File: src/rtl/song_sequencer.sv
// song_sequencer
//   Upstream feeder for the Sound tone generator. Walks a song held in an
//   external synchronous ROM one note record at a time, drives Sound's
//   en/octave/note/length/full_note and advances when Sound raises `over`.
//   Offers play/pause/stop control, an articulation gap between notes and
//   end-of-song signalling.
//
//   Record layout (MSB..LSB): {end, octave, note, length, full_note}.
//
//   Ports:
//     clk, rst_n        clock, asynchronous active-low reset
//     play              pulse: (re)start song song_sel from record 0
//     stop              pulse: abort to idle
//     pause             level: hold playback while high
//     song_sel          song slot, sampled on play
//     rom_addr          {song, index} to the ROM
//     rom_data          record, valid one cycle after rom_addr
//     over              note-finished flag from Sound
//     snd_*             note controls to Sound
//     busy              high in any state except idle/done
//     done              one-cycle pulse on natural song end
//     note_idx          index of the current record
//
//   Optional build macro: SEQ_LOOP_EN -- an end record or index exhaustion
//   restarts the song from record 0 (done still pulses once per pass)
//   instead of stopping.
module song_sequencer #(
  parameter int unsigned OCT_W      = 3,
  parameter int unsigned NOTE_W     = 3,
  parameter int unsigned LEN_W      = 3,
  parameter int unsigned FULL_W     = 2,
  parameter int unsigned SEL_W      = 2,
  parameter int unsigned SONG_AW    = 6,
  parameter int unsigned GAP_CYCLES = 2000000
) (
  input  logic                                   clk,
  input  logic                                   rst_n,
  input  logic                                   play,
  input  logic                                   stop,
  input  logic                                   pause,
  input  logic [SEL_W-1:0]                       song_sel,
  output logic [SEL_W+SONG_AW-1:0]               rom_addr,
  input  logic [OCT_W+NOTE_W+LEN_W+FULL_W:0]     rom_data,
  input  logic                                   over,
  output logic                                   snd_en,
  output logic [OCT_W-1:0]                       snd_octave,
  output logic [NOTE_W-1:0]                      snd_note,
  output logic [LEN_W-1:0]                       snd_length,
  output logic [FULL_W-1:0]                      snd_full_note,
  output logic                                   busy,
  output logic                                   done,
  output logic [SONG_AW-1:0]                     note_idx
);

  localparam int unsigned REC_W    = 1 + OCT_W + NOTE_W + LEN_W + FULL_W;
  localparam int unsigned LEN_LSB  = FULL_W;
  localparam int unsigned NOTE_LSB = FULL_W + LEN_W;
  localparam int unsigned OCT_LSB  = FULL_W + LEN_W + NOTE_W;

  localparam int unsigned GAP_W = (GAP_CYCLES > 2) ? $clog2(GAP_CYCLES) : 1;
  localparam logic [GAP_W-1:0] GAP_LOAD =
    GAP_W'((GAP_CYCLES > 0) ? GAP_CYCLES - 1 : 0);
  localparam logic [SONG_AW-1:0] IDX_LAST = '1;

  typedef enum logic [2:0] {
    S_IDLE,
    S_FETCH,
    S_WAIT_ROM,
    S_ARM,
    S_PLAY,
    S_PAUSED,
    S_GAP,
    S_DONE
  } state_t;

  state_t              state_q, state_d;
  logic [SEL_W-1:0]    song_q;
  logic [SONG_AW-1:0]  idx_q;
  logic [GAP_W-1:0]    gap_cnt;
  logic                done_q;

  logic rec_end;
  logic load_fields, idx_inc, idx_clr, song_load, gap_load, gap_dec, end_song;

  assign rec_end = rom_data[REC_W-1];

  always_ff @(posedge clk or negedge rst_n) begin
    if (!rst_n) state_q <= S_IDLE;
    else        state_q <= state_d;
  end

  always_comb begin
    state_d     = state_q;
    load_fields = 1'b0;
    idx_inc     = 1'b0;
    idx_clr     = 1'b0;
    song_load   = 1'b0;
    gap_load    = 1'b0;
    gap_dec     = 1'b0;
    end_song    = 1'b0;

    if (stop) begin
      state_d = S_IDLE;
      idx_clr = 1'b1;
    end else if (play) begin
      state_d   = S_FETCH;
      idx_clr   = 1'b1;
      song_load = 1'b1;
    end else begin
      unique case (state_q)
        S_FETCH:    state_d = S_WAIT_ROM;
        S_WAIT_ROM: begin
          if (rec_end) begin
            end_song = 1'b1;
          end else begin
            load_fields = 1'b1;
            // A pause raised before the note starts parks here, so Sound
            // never sees a one-cycle enable blip.
            state_d = pause ? S_PAUSED : S_ARM;
          end
        end
        S_ARM: begin
          // Sound's over is stale in the first enabled cycle; wait for it
          // to clear before watching for the note end.
          if (pause)      state_d = S_PAUSED;
          else if (!over) state_d = S_PLAY;
        end
        S_PLAY: begin
          if (pause) begin
            state_d = S_PAUSED;
          end else if (over) begin
            // The last slot index never wraps into the next song.
            if (idx_q == IDX_LAST) begin
              end_song = 1'b1;
            end else begin
              idx_inc  = 1'b1;
              gap_load = 1'b1;
              state_d  = (GAP_CYCLES > 0) ? S_GAP : S_FETCH;
            end
          end
        end
        S_PAUSED: if (!pause) state_d = S_ARM;
        S_GAP: begin
          if (gap_cnt == '0) state_d = S_FETCH;
          else               gap_dec = 1'b1;
        end
        default: ;
      endcase

      if (end_song) begin
`ifdef SEQ_LOOP_EN
        idx_clr = 1'b1;
        state_d = S_FETCH;
`else
        state_d = S_DONE;
`endif
      end
    end
  end

  always_ff @(posedge clk or negedge rst_n) begin
    if (!rst_n) begin
      song_q        <= '0;
      idx_q         <= '0;
      gap_cnt       <= '0;
      done_q        <= 1'b0;
      snd_octave    <= '0;
      snd_note      <= '0;
      snd_length    <= '0;
      snd_full_note <= '0;
    end else begin
      done_q <= end_song;
      if (song_load) song_q <= song_sel;
      if (idx_clr)      idx_q <= '0;
      else if (idx_inc) idx_q <= idx_q + SONG_AW'(1);
      if (gap_load)     gap_cnt <= GAP_LOAD;
      else if (gap_dec) gap_cnt <= gap_cnt - GAP_W'(1);
      if (load_fields) begin
        snd_octave    <= rom_data[OCT_LSB  +: OCT_W];
        snd_note      <= rom_data[NOTE_LSB +: NOTE_W];
        snd_length    <= rom_data[LEN_LSB  +: LEN_W];
        snd_full_note <= rom_data[0        +: FULL_W];
      end
    end
  end

  // Enable is decoded from the state register so an async reset or a stop
  // drops it without waiting on a separate flop.
  assign snd_en   = (state_q == S_ARM) || (state_q == S_PLAY);
  assign busy     = (state_q != S_IDLE) && (state_q != S_DONE);
  assign done     = done_q;
  assign rom_addr = {song_q, idx_q};
  assign note_idx = idx_q;

endmodule
File: config.mk
export PLATFORM = sky130hd
export DESIGN_NAME = song_sequencer
export DESIGN_NICKNAME = d
export VERILOG_FILES = /design/src/rtl/song_sequencer.sv
export SDC_FILE = /design/constraint.sdc
export NUM_CORES = 1
export LEC_CHECK = 0
export CORE_MARGIN = 2
export CORE_UTILIZATION = 39
export CTS_CLUSTER_SIZE = 24
export DETAILED_ROUTE_END_ITERATION = 8
export DONT_BUFFER_PORTS = 1
export HOLD_SLACK_MARGIN = 0.03
export SYNTH_ARGS = -nofsm -noshare
export SYNTH_HDL_FRONTEND = slang
export SYNTH_SLANG_ARGS = --single-unit
File: constraint.sdc
create_clock -name clk -period 2.35 [get_ports clk]
set_clock_uncertainty 0.2 [all_clocks]
set_input_delay 0 -clock clk [delete_from_list [all_inputs] [get_ports clk]]
set_output_delay 0 -clock clk [all_outputs]
set_load 0.02 [all_outputs]
==> metrics.csv <==
stage,metric,value,unit
status,outcome,finished clean,
synth,synth_common_cells,"dfrtp_1, nor2_1, nand2_1, mux2_2, o21ai_0",
sta,hold_viol_final,0,
sta,tightest_slew,0.4600,ns
clocking,worst_skew_pair.late_latency,0.29,ns
routing,wire_per_inst,14.09,µm
sta,whs,0.02347,ns
grt,grt_pass1_wl,8549,µm
setup_path,cp_data_arrival_time,2.34,ns
placed_design,gp_congestion,0.8222,
clocking,htree_levels,2,
grt,globalRouteOverflowTotal,0,
power,p_leak,1.374,nW
sta,slew_headroom,0.6926,
routing,drt-initial-drc-count,109,
power,peakVddDrop,0.0003948,V
grt,grt_max_degree,45,
sta,max_freq,0.4308,GHz
sta,finalCritPeriodShare,0.9879,
clocking,root_buffer,clkbuf_8,
min_path,hold_path_class,in -> async,
routing,drt_first_pass_iters,4,
synth,synth-main-ff-cell,dfrtp_1,
sta,worst_slack,0.02850,ns
synth,yosys-top-cells-area,"dfrtp_1, mux2_2, nor2_1, nand2_1, xor2_1",
setup_path,worstReg2RegEnd,gap_cnt[16]$_DFFE_PN0P_,
final_layout,nFillCells,543,
grt,first_global_vias,1897,
setup_path,required,2.37,ns
synth,yosys.area.top_type,dfrtp_1,
final_layout,area_delta_synth_final,26.21,%
synth,netlist_instances,231,
clocking,clkTransAtPathRegs,0.09,ns
final_layout,n_antenna_cell,0,
synth,synthMostInstantiatedCell,dfrtp_1,
final_layout,fin_nets,295,
setup_path,cp-end-kind,flop,
sta,setup_tns,0,ns
synth,synth_seq_cells,44,
placed_design,place_inst,318,
floorplanning,core_area,5851,µm²
sta,timing.final.crit_period,2.322,ns
final_layout,final_cells,347,
clocking,max-clock-path-buffers,2,
synth,avgSynthCellArea,10.11,µm²
placed_design,place_hpwl,3337,µm
floorplanning,num_rows,28,
floorplanning,io_pins,48,
sta,rsz0062_at_grt,yes,
clocking,clkSinkCount,44,
grt,grt_usage,0.1633,
final_layout,drive_above_1_share,0.2463,
grt,antenna_found_initial,0,
flow_run,drv_cap,0,
setup_path,crit_fanout,6,
synth,yosysTopAreaCellShare,0.4716,
placed_design,place_ws,0.01530,ns
synth,synth_edf_count,0,
floorplanning,die_y,81.37,µm
clocking,cts_buffers,5,
synth,yosysSeqAreaShare,0.4716,
setup_path,critPathLaunch,gap_cnt[1]$_DFFE_PN0P_,
setup_path,startpoint_type,flop,
synth,synthesis.area,2335,µm²
setup_path,r2r_slack,0.03,ns
synth,synth_nets,254,
setup_path,rr_worst_depth,7,
synth,ys_types,45,
routing,remaining_drc_errors,0,
routing,wirelength,4888,µm
setup_path,path_class,reg -> reg,
placed_design,io_buffers,0,
sta,report.final.slew_viol_count,0,
final_layout,final_area,2947,µm²
synth,yosysWarnings,0,
setup_path,worstReg2RegStart,gap_cnt[1]$_DFFE_PN0P_,
floorplanning,start_util,0.3991,
routing,postRouteAntennaNets,0,
clocking,cts_tree,yes,
sta,finalSetupViolCount,0,
placed_design,dpl_cell_area,2546,µm²
routing,drt-vias-per-instance,5.406,
floorplanning,design.die.area,6621,µm²
power,power_density,785.2,nW/µm²
synth,synth-async-reset-ratio,1.000,
routing,vias,1876,
floorplanning,die_w,81.37,µm
## final cells by class
cell class	instances	area [µm²]	area share
clock buffer	5	68.82	0.02335
clock inverter	2	60.06	0.02038
inverter	5	18.77	0.006369
multi-input combinational	168	1172	0.3979
sequential	44	1102	0.3741
tap	75	93.84	0.03185
timing repair buffer	48	430.4	0.1461
## how the worst max path moves through the flow
stage	to	slack, ns
5_1_grt	gap_cnt[14]$_DFFE_PN0P_	-0.03
4_1_cts	gap_cnt[16]$_DFFE_PN0P_	0.06
3_5_place_dp	gap_cnt[16]$_DFFE_PN0P_	0.02
3_3_place_gp	gap_cnt[16]$_DFFE_PN0P_	0.09
2_1_floorplan	gap_cnt[16]$_DFFE_PN0P_	0.06
6_report	gap_cnt[16]$_DFFE_PN0P_	0.03
## metrics by stage
step	power, mW	utilization
6_report	2.314	0.5036
5_1_grt	2.451	0.5036
4_1_cts	2.295	0.4968
3_5_place_dp	1.557	0.4352
3_3_place_gp	1.546	0.4352
2_1_floorplan	1.410	-
## critical path: stages, from the launching register on
cell     delay [ns]
dfrtp_1        0.39
inv_1          0.07
ha_1           0.17
nor3b_1        0.13
nand3_1        0.11
or4b_4         0.51
or4b_1         0.49
a21oi_1        0.18
## sequential cells by signal (all words and copies together), names as in the netlist
name           flops
snd_length         3
snd_note           3
state_q            3
done               1
song_q             2
snd_full_note      2
snd_octave         3
gap_cnt           21
note_idx           6
## kinds of logic after synthesis
group                      after synthesis  synth area share
and+or+nand+nor                         95            0.2326
DFF                                     44            0.4716
AOI/OAI and AO/OA                       43            0.1195
buffers and inverters                   19           0.04126
muxes                                   17           0.08146
xor gates and xnor gates                10           0.03752
adders and majority gates                3           0.01608
## placed cells by master, fill, tap and decap left out, types with 3 or more instances in the layout
cell / n
nor3_1: 5
inv_1: 3
o21ai_0: 12
nor2b_1: 3
xor2_1: 7
mux2_2: 16
or4_1: 5
nor2_1: 20
clkbuf_8: 5
buf_4: 27
ha_1: 3
nand3_1: 10
dlygate4sd3_1: 20
or3_1: 7
a21oi_1: 8
nand2_1: 20
o31ai_1: 4
o311ai_0: 3
o211ai_1: 6
xnor2_1: 3
dfrtp_1: 43
## layer usage
metal  vias to the layer above  part of all wire  GRT usage
met5                         -                 0          0
met4                         0            0.0074    0.04576
met3                         4             0.033    0.03444
met2                        32              0.50     0.2648
met1                       924              0.46     0.2206
li1                        916                 -          -
## report_power, final
part           total [mW]  internal (mW)  switching (mW)
Combinational       0.568          0.298           0.270
Sequential           1.07          0.878           0.192
Clock               0.675          0.419           0.257
## repair_timing
action,in CTS,in global routing
pin swaps,0,4
endpoints found under the hold margin,68,0
hold buffers,21,0
setup buffers,0,1
resized for setup,1,10
gates cloned,0,0
endpoints found under the setup margin,1,10
Power figures use the tool's default switching activity.
